**src/rtl/hazard_ctrl_pkg.sv**
```systemverilog
// Shared types and constants for the pipeline hazard controller.
package hazard_ctrl_pkg;

  // Controller FSM state; RUN must encode as 0 so reset lands there.
  typedef enum logic {
    StRun    = 1'b0,
    StMcWait = 1'b1
  } hz_state_e;

  // x0 is hard-wired zero, so a load targeting it never creates a hazard.
  localparam logic [4:0]  REG_ZERO = 5'd0;

  // addi x0, x0, 0 -- what a flushed or bubbled pipeline register holds.
  localparam logic [31:0] NOP_INST = 32'h0000_0013;

endpackage

```
**src/rtl/hz_lu_detect.sv**
```systemverilog
// Combinational load-use comparator: flags an ID instruction that reads the
// register a load in EX is still fetching from memory.
module hz_lu_detect
  import hazard_ctrl_pkg::*;
(
  input  logic [4:0] id_rs1,
  input  logic [4:0] id_rs2,
  input  logic       id_use_rs1,
  input  logic       id_use_rs2,
  input  logic [4:0] id_ex_rd,
  input  logic       id_ex_memread,
  output logic       lu
);

  logic rs1_hit;
  logic rs2_hit;

  // Source-operand match against the load destination; x0 never matches.
  always_comb begin
    rs1_hit = id_use_rs1 && (id_rs1 == id_ex_rd);
    rs2_hit = id_use_rs2 && (id_rs2 == id_ex_rd);
    lu      = id_ex_memread && (id_ex_rd != REG_ZERO) && (rs1_hit || rs2_hit);
  end

endmodule

```
**src/rtl/hazard_ctrl.sv**
```systemverilog
// Pipeline hazard/stall controller for the 5-stage RV32 core.
// Optional build macro HAZARD_PERF_EN adds perf_lu_cnt/perf_mc_cnt/perf_flush_cnt
// event counters; without it the counters and their ports are absent.
module hazard_ctrl
  import hazard_ctrl_pkg::*;
#(
  parameter int unsigned MC_MAX_CYC = 64
) (
  input  logic        clk,
  input  logic        rst,
  input  logic [4:0]  id_rs1,
  input  logic [4:0]  id_rs2,
  input  logic        id_use_rs1,
  input  logic        id_use_rs2,
  input  logic [4:0]  id_ex_rd,
  input  logic        id_ex_memread,
  input  logic        ex_br_taken,
  input  logic        ex_mc_start,
  input  logic        ex_mc_done,
  output logic        pc_stall,
  output logic        if_id_stall,
  output logic        if_id_flush,
  output logic        id_ex_stall,
  output logic        id_ex_bubble,
  output logic        ex_mem_bubble,
`ifdef HAZARD_PERF_EN
  output logic [31:0] perf_lu_cnt,
  output logic [31:0] perf_mc_cnt,
  output logic [31:0] perf_flush_cnt,
`endif
  output logic        mc_timeout
);

  localparam int unsigned CntW = $clog2(MC_MAX_CYC + 1);
  localparam logic [CntW-1:0] McLast = CntW'(MC_MAX_CYC - 1);

  hz_state_e       state_q, state_d;
  logic [CntW-1:0] mc_cnt_q, mc_cnt_d;
  logic            timeout_q, timeout_d;

  logic lu;
  logic lu_stall;
  logic flush;
  logic mc_stall;

  hz_lu_detect u_lu_detect (
    .id_rs1        (id_rs1),
    .id_rs2        (id_rs2),
    .id_use_rs1    (id_use_rs1),
    .id_use_rs2    (id_use_rs2),
    .id_ex_rd      (id_ex_rd),
    .id_ex_memread (id_ex_memread),
    .lu            (lu)
  );

  // Next-state and Mealy control decode; everything is held low while in reset.
  always_comb begin
    state_d   = state_q;
    mc_cnt_d  = mc_cnt_q;
    timeout_d = 1'b0;
    lu_stall  = 1'b0;
    flush     = 1'b0;
    mc_stall  = 1'b0;

    if (!rst) begin
      unique case (state_q)
        StRun: begin
          // A taken branch squashes the ID instruction, so its hazard is moot.
          if (ex_br_taken) begin
            flush = 1'b1;
          end else if (lu) begin
            lu_stall = 1'b1;
          end
          if (ex_mc_start && !ex_mc_done) begin
            state_d  = StMcWait;
            mc_cnt_d = '0;
          end
        end
        StMcWait: begin
          mc_cnt_d = mc_cnt_q + CntW'(1);
          // In the done cycle the EX result advances, so the pipe runs freely.
          if (ex_mc_done) begin
            state_d = StRun;
          end else begin
            mc_stall = 1'b1;
            if (mc_cnt_q == McLast) begin
              timeout_d = 1'b1;
              state_d   = StRun;
            end
          end
        end
        default: state_d = StRun;
      endcase
    end
  end

  // Pipeline register controls derived from the three hazard causes.
  always_comb begin
    pc_stall      = lu_stall | mc_stall;
    if_id_stall   = lu_stall | mc_stall;
    if_id_flush   = flush;
    id_ex_stall   = mc_stall;
    id_ex_bubble  = lu_stall | flush;
    ex_mem_bubble = mc_stall;
    mc_timeout    = timeout_q & ~rst;
  end

  // FSM state, watchdog counter and registered timeout pulse.
  always_ff @(posedge clk) begin
    if (rst) begin
      state_q   <= StRun;
      mc_cnt_q  <= '0;
      timeout_q <= 1'b0;
    end else begin
      state_q   <= state_d;
      mc_cnt_q  <= mc_cnt_d;
      timeout_q <= timeout_d;
    end
  end

`ifdef HAZARD_PERF_EN
  // Event counters: one increment per stall/wait/flush cycle, wrapping at 2^32.
  always_ff @(posedge clk) begin
    if (rst) begin
      perf_lu_cnt    <= '0;
      perf_mc_cnt    <= '0;
      perf_flush_cnt <= '0;
    end else begin
      perf_lu_cnt    <= perf_lu_cnt + 32'(lu_stall);
      perf_mc_cnt    <= perf_mc_cnt + 32'(mc_stall);
      perf_flush_cnt <= perf_flush_cnt + 32'(flush);
    end
  end
`endif

endmodule

```
**config.mk**
```make
export PLATFORM = sky130hd
export DESIGN_NAME = hazard_ctrl
export DESIGN_NICKNAME = d
export VERILOG_FILES = /design/src/rtl/hazard_ctrl_pkg.sv /design/src/rtl/hz_lu_detect.sv /design/src/rtl/hazard_ctrl.sv
export SDC_FILE = /design/constraint.sdc
export NUM_CORES = 1
export LEC_CHECK = 0
export CAP_MARGIN = 20
export CORE_MARGIN = 2
export CORE_UTILIZATION = 38
export CTS_CLUSTER_DIAMETER = 120
export DETAILED_ROUTE_END_ITERATION = 8
export PLACE_DENSITY = 0.74
export REMOVE_ABC_BUFFERS = 1
export SYNTH_ARGS = -nofsm -noshare
export SYNTH_HDL_FRONTEND = slang
export SYNTH_SLANG_ARGS = --single-unit
export TNS_END_PERCENT = 20
```
**constraint.sdc**
```tcl
create_clock -name clk -period 1.7 [get_ports clk]
set_input_delay 0.34 -clock clk [delete_from_list [all_inputs] [get_ports clk]]
set_output_delay 0.34 -clock clk [all_outputs]
set_load 0.02 [all_outputs]
```
==> results of run 1 <==
## cell usage after synthesis, types with 3 or more instances
cell | number | area [um2]
nand3_1 | 3 | 15.0
nor3_1 | 3 | 15.0
dfxtp_1 | 9 | 180
xnor2_1 | 3 | 26.3
nand2_1 | 3 | 11.3
xor2_1 | 9 | 78.8
a21oi_1 | 5 | 25.0
## per-stage QoR
| step | hold WS, ps | instance area (um2) | setup WS [ps] | utilization |
|---|---|---|---|---|
| floorplan | 409 | 564 | -127 | - |
| global placement | 486 | 905 | -853 | 0.608 |
| detailed placement | 499 | 905 | -907 | 0.608 |
| CTS | 508 | 945 | -62.6 | 0.634 |
| global route | 434 | 968 | -152 | 0.650 |
| finish | 421 | 968 | -63.9 | 0.650 |
## metal layers
metal	up-vias	global-route usage	wire length, um
li1	305	-	-
met1	273	0.203	583
met2	25	0.309	750
met3	0	0.0750	115
met4	0	0.0182	0
met5	-	0	0
## state kept, by name, summed over array words and instances, names as in the netlist
name       flops
mc_cnt_q       7
state_q        1
timeout_q      1
## final timing paths
kind | to
max | pc_stall
min | timeout_q
max reg2reg | mc_cnt_q[6]
min reg2reg | mc_cnt_q[6]
## cell type report
| class | instances | area, um2 |
|---|---|---|
| clock buffers | 4 | 26.3 |
| fillers | 129 | 520 |
| inverters | 1 | 3.75 |
| multi-input cells | 53 | 437 |
| flip-flops and latches | 9 | 180 |
| well taps | 16 | 20.0 |
| repair buffers | 33 | 302 |
## tightest hold or removal path, cell delays in order
cell,delay [ps]
dlymetal6s2s_1,100
or3b_4,150
nor2_1,40
## what timing repair did
action                                  CTS  global route
endpoints found under the setup margin    7             5
pin swaps                                15            10
gates resized for setup                  86            14
## layout by cell type, fill, tap and decap left out, types with 2 or more instances in the layout
master,Yosys,routed
dfxtp_1,9,9
xor2_1,9,8
dlygate4sd2_1,0,7
buf_4,2,6
a21oi_1,5,5
buf_6,1,5
xnor2_1,3,3
nand3_1,3,3
nand2_1,3,3
nor3_1,3,3
clkbuf_4,0,3
buf_2,0,3
clkdlybuf4s15_1,0,3
clkdlybuf4s50_1,0,3
nor3b_1,2,2
nor4_2,0,2
o21ai_2,0,2
nand4_2,2,2
or2_0,2,2
o211ai_1,2,2
or3_1,2,2
clkbuf_2,0,2
buf_8,0,2
## cell families after synthesis
group | after synthesis | share of synthesized area
AND/OR/NAND/NOR | 28 | 0.314
XOR/XNOR | 12 | 0.177
AO/OA/AOI/OAI | 11 | 0.112
flip-flops | 9 | 0.303
buffers and inverters | 5 | 0.0568
multiplexers | 1 | 0.0168
adder cells (fa/ha/maj) | 1 | 0.0210
## power by group through the flow
stage / combinational [mW] / sequential (mW) / clock [mW]
after floorplan: 0.0412 / 0.223 / 0
after global placement: 0.127 / 0.222 / 0
after detailed placement: 0.129 / 0.222 / 0
after CTS: 0.128 / 0.218 / 0.170
after global routing: 0.145 / 0.218 / 0.180
final: 0.132 / 0.218 / 0.164
==> results.cfg, run 1 <==
[status]
status = finished, violations left
violations = setup timing

[clock_tree]
clkTransAtPathRegs_ps = 60
cts_max_path_buffers = 2
cts_root_buffer = clkbuf_4
htree_num_levels = 1
worstSkewPairLatency_ps = 260
cts.sinks = 9
cts-buffers-inserted = 3
cts_tree = done
ctsHoldBuffers = 0
cts_setup_buffers = 0

[placement]
gp_congestion = 0.748
io_buffers = 29
dpl.cell_count = 112
place_hpwl_mm = 1.12

[route]
ant_nets = 0
viasPerCell = 5.20
vias = 603
drc = 0
drt_iter0_drc = 12
wl_mm = 1.45
post_drt_wl_per_cell_um = 12.5
firstDrtPassIters = 3

[grt]
grt_max_degree = 10
antenna_found_initial = 0
grt_pass1_wl_mm = 2.56
gr-usage-all-layers = 0.175
grt_overflow = 0
grt_pass1_vias = 626

[worst_setup_path]
reg2reg_slack_ps = 360
max_stage_delay_ps = 280
end_kind = output port
startpoint = id_rs2[3]
critPathLaunchType = input pin
crit_arrival_ps = 1420
path_buf_inv = 2
timing.rr.start = mc_cnt_q[0]
critPathTopFamily = compound AO/OA/AOI/OAI gates
worst-path-max-fanout = 2
path_class = input pin to output port
required_ps = 1360
path_depth = 6
worst_path_max_delay_cell = nor4_2
worstPathCellList = clkdlybuf4s15_1, xor2_1, nor4_2, a32oi_2, o21ai_2, buf_6
rr_worst_depth = 4

[power_and_ir_drop]
clkPwrFrac = 0.319
pwr-share-comb = 0.257
p_leak_nw = 0.411
power.density_mw_per_mm2 = 531
p_sw_mw = 0.136
p_total_mw = 0.515
intPower_mw = 0.379
seqPwrFrac = 0.423
sw_frac_of_total = 0.263
irDropWorstVdd_mv = 0.357

[timing]
setup_viol = 3
fin_crit_sh = 1.04
finalSetupTns_ps = -169
finalClockSkew_ps = 2.24
fmax_mhz = 567
min_period_ps = 1760
max_slew_margin = 0.730
rsz0062_at_grt = yes
worst_pin_slew_ps = 405
finalHoldViolations = 0
final.setup.worst_slack_ps = -63.9
slew_violations = 0

[logic_synthesis]
synth_cell_types = 30
netlist_area_um2 = 594
postSynthCellCount = 67
synth_warnings = 0
ys_seq_area_frac = 0.303
ys.flop_type = dfxtp_1
synthArstFlopShare = 0
syn_avg_cell_area_um2 = 8.87
synth_edf_count = 0
ys_seq_elements = 9

[die]
rows = 14
dieArea_mm2 = 0.00190
start_util = 0.399
core_mm2 = 0.00149
io-pin-count = 30
die_x_um = 43.5
die_h_um = 43.5

[layout]
area_delta_synth_final_pct = 62.9
layout.nets = 125
antenna_cells = 0
final_cells = 116
drive_above_1_share = 0.340

[run]
maxCapViolCount = 0

[min_path]
hold_class = input pin to flip-flop
hold_depth = 3
hp-start = ex_mc_done
Note: power is estimated with default switching activity, not from simulation.
==> run 2: changes to the inputs <==
Settings changed: CTS_CLUSTER_DIAMETER 120 to default, GPL_ROUTABILITY_DRIVEN from default to 0.
==> results of run 2 <==
The final DEF is identical to that of run 1; final timing and power are the same.
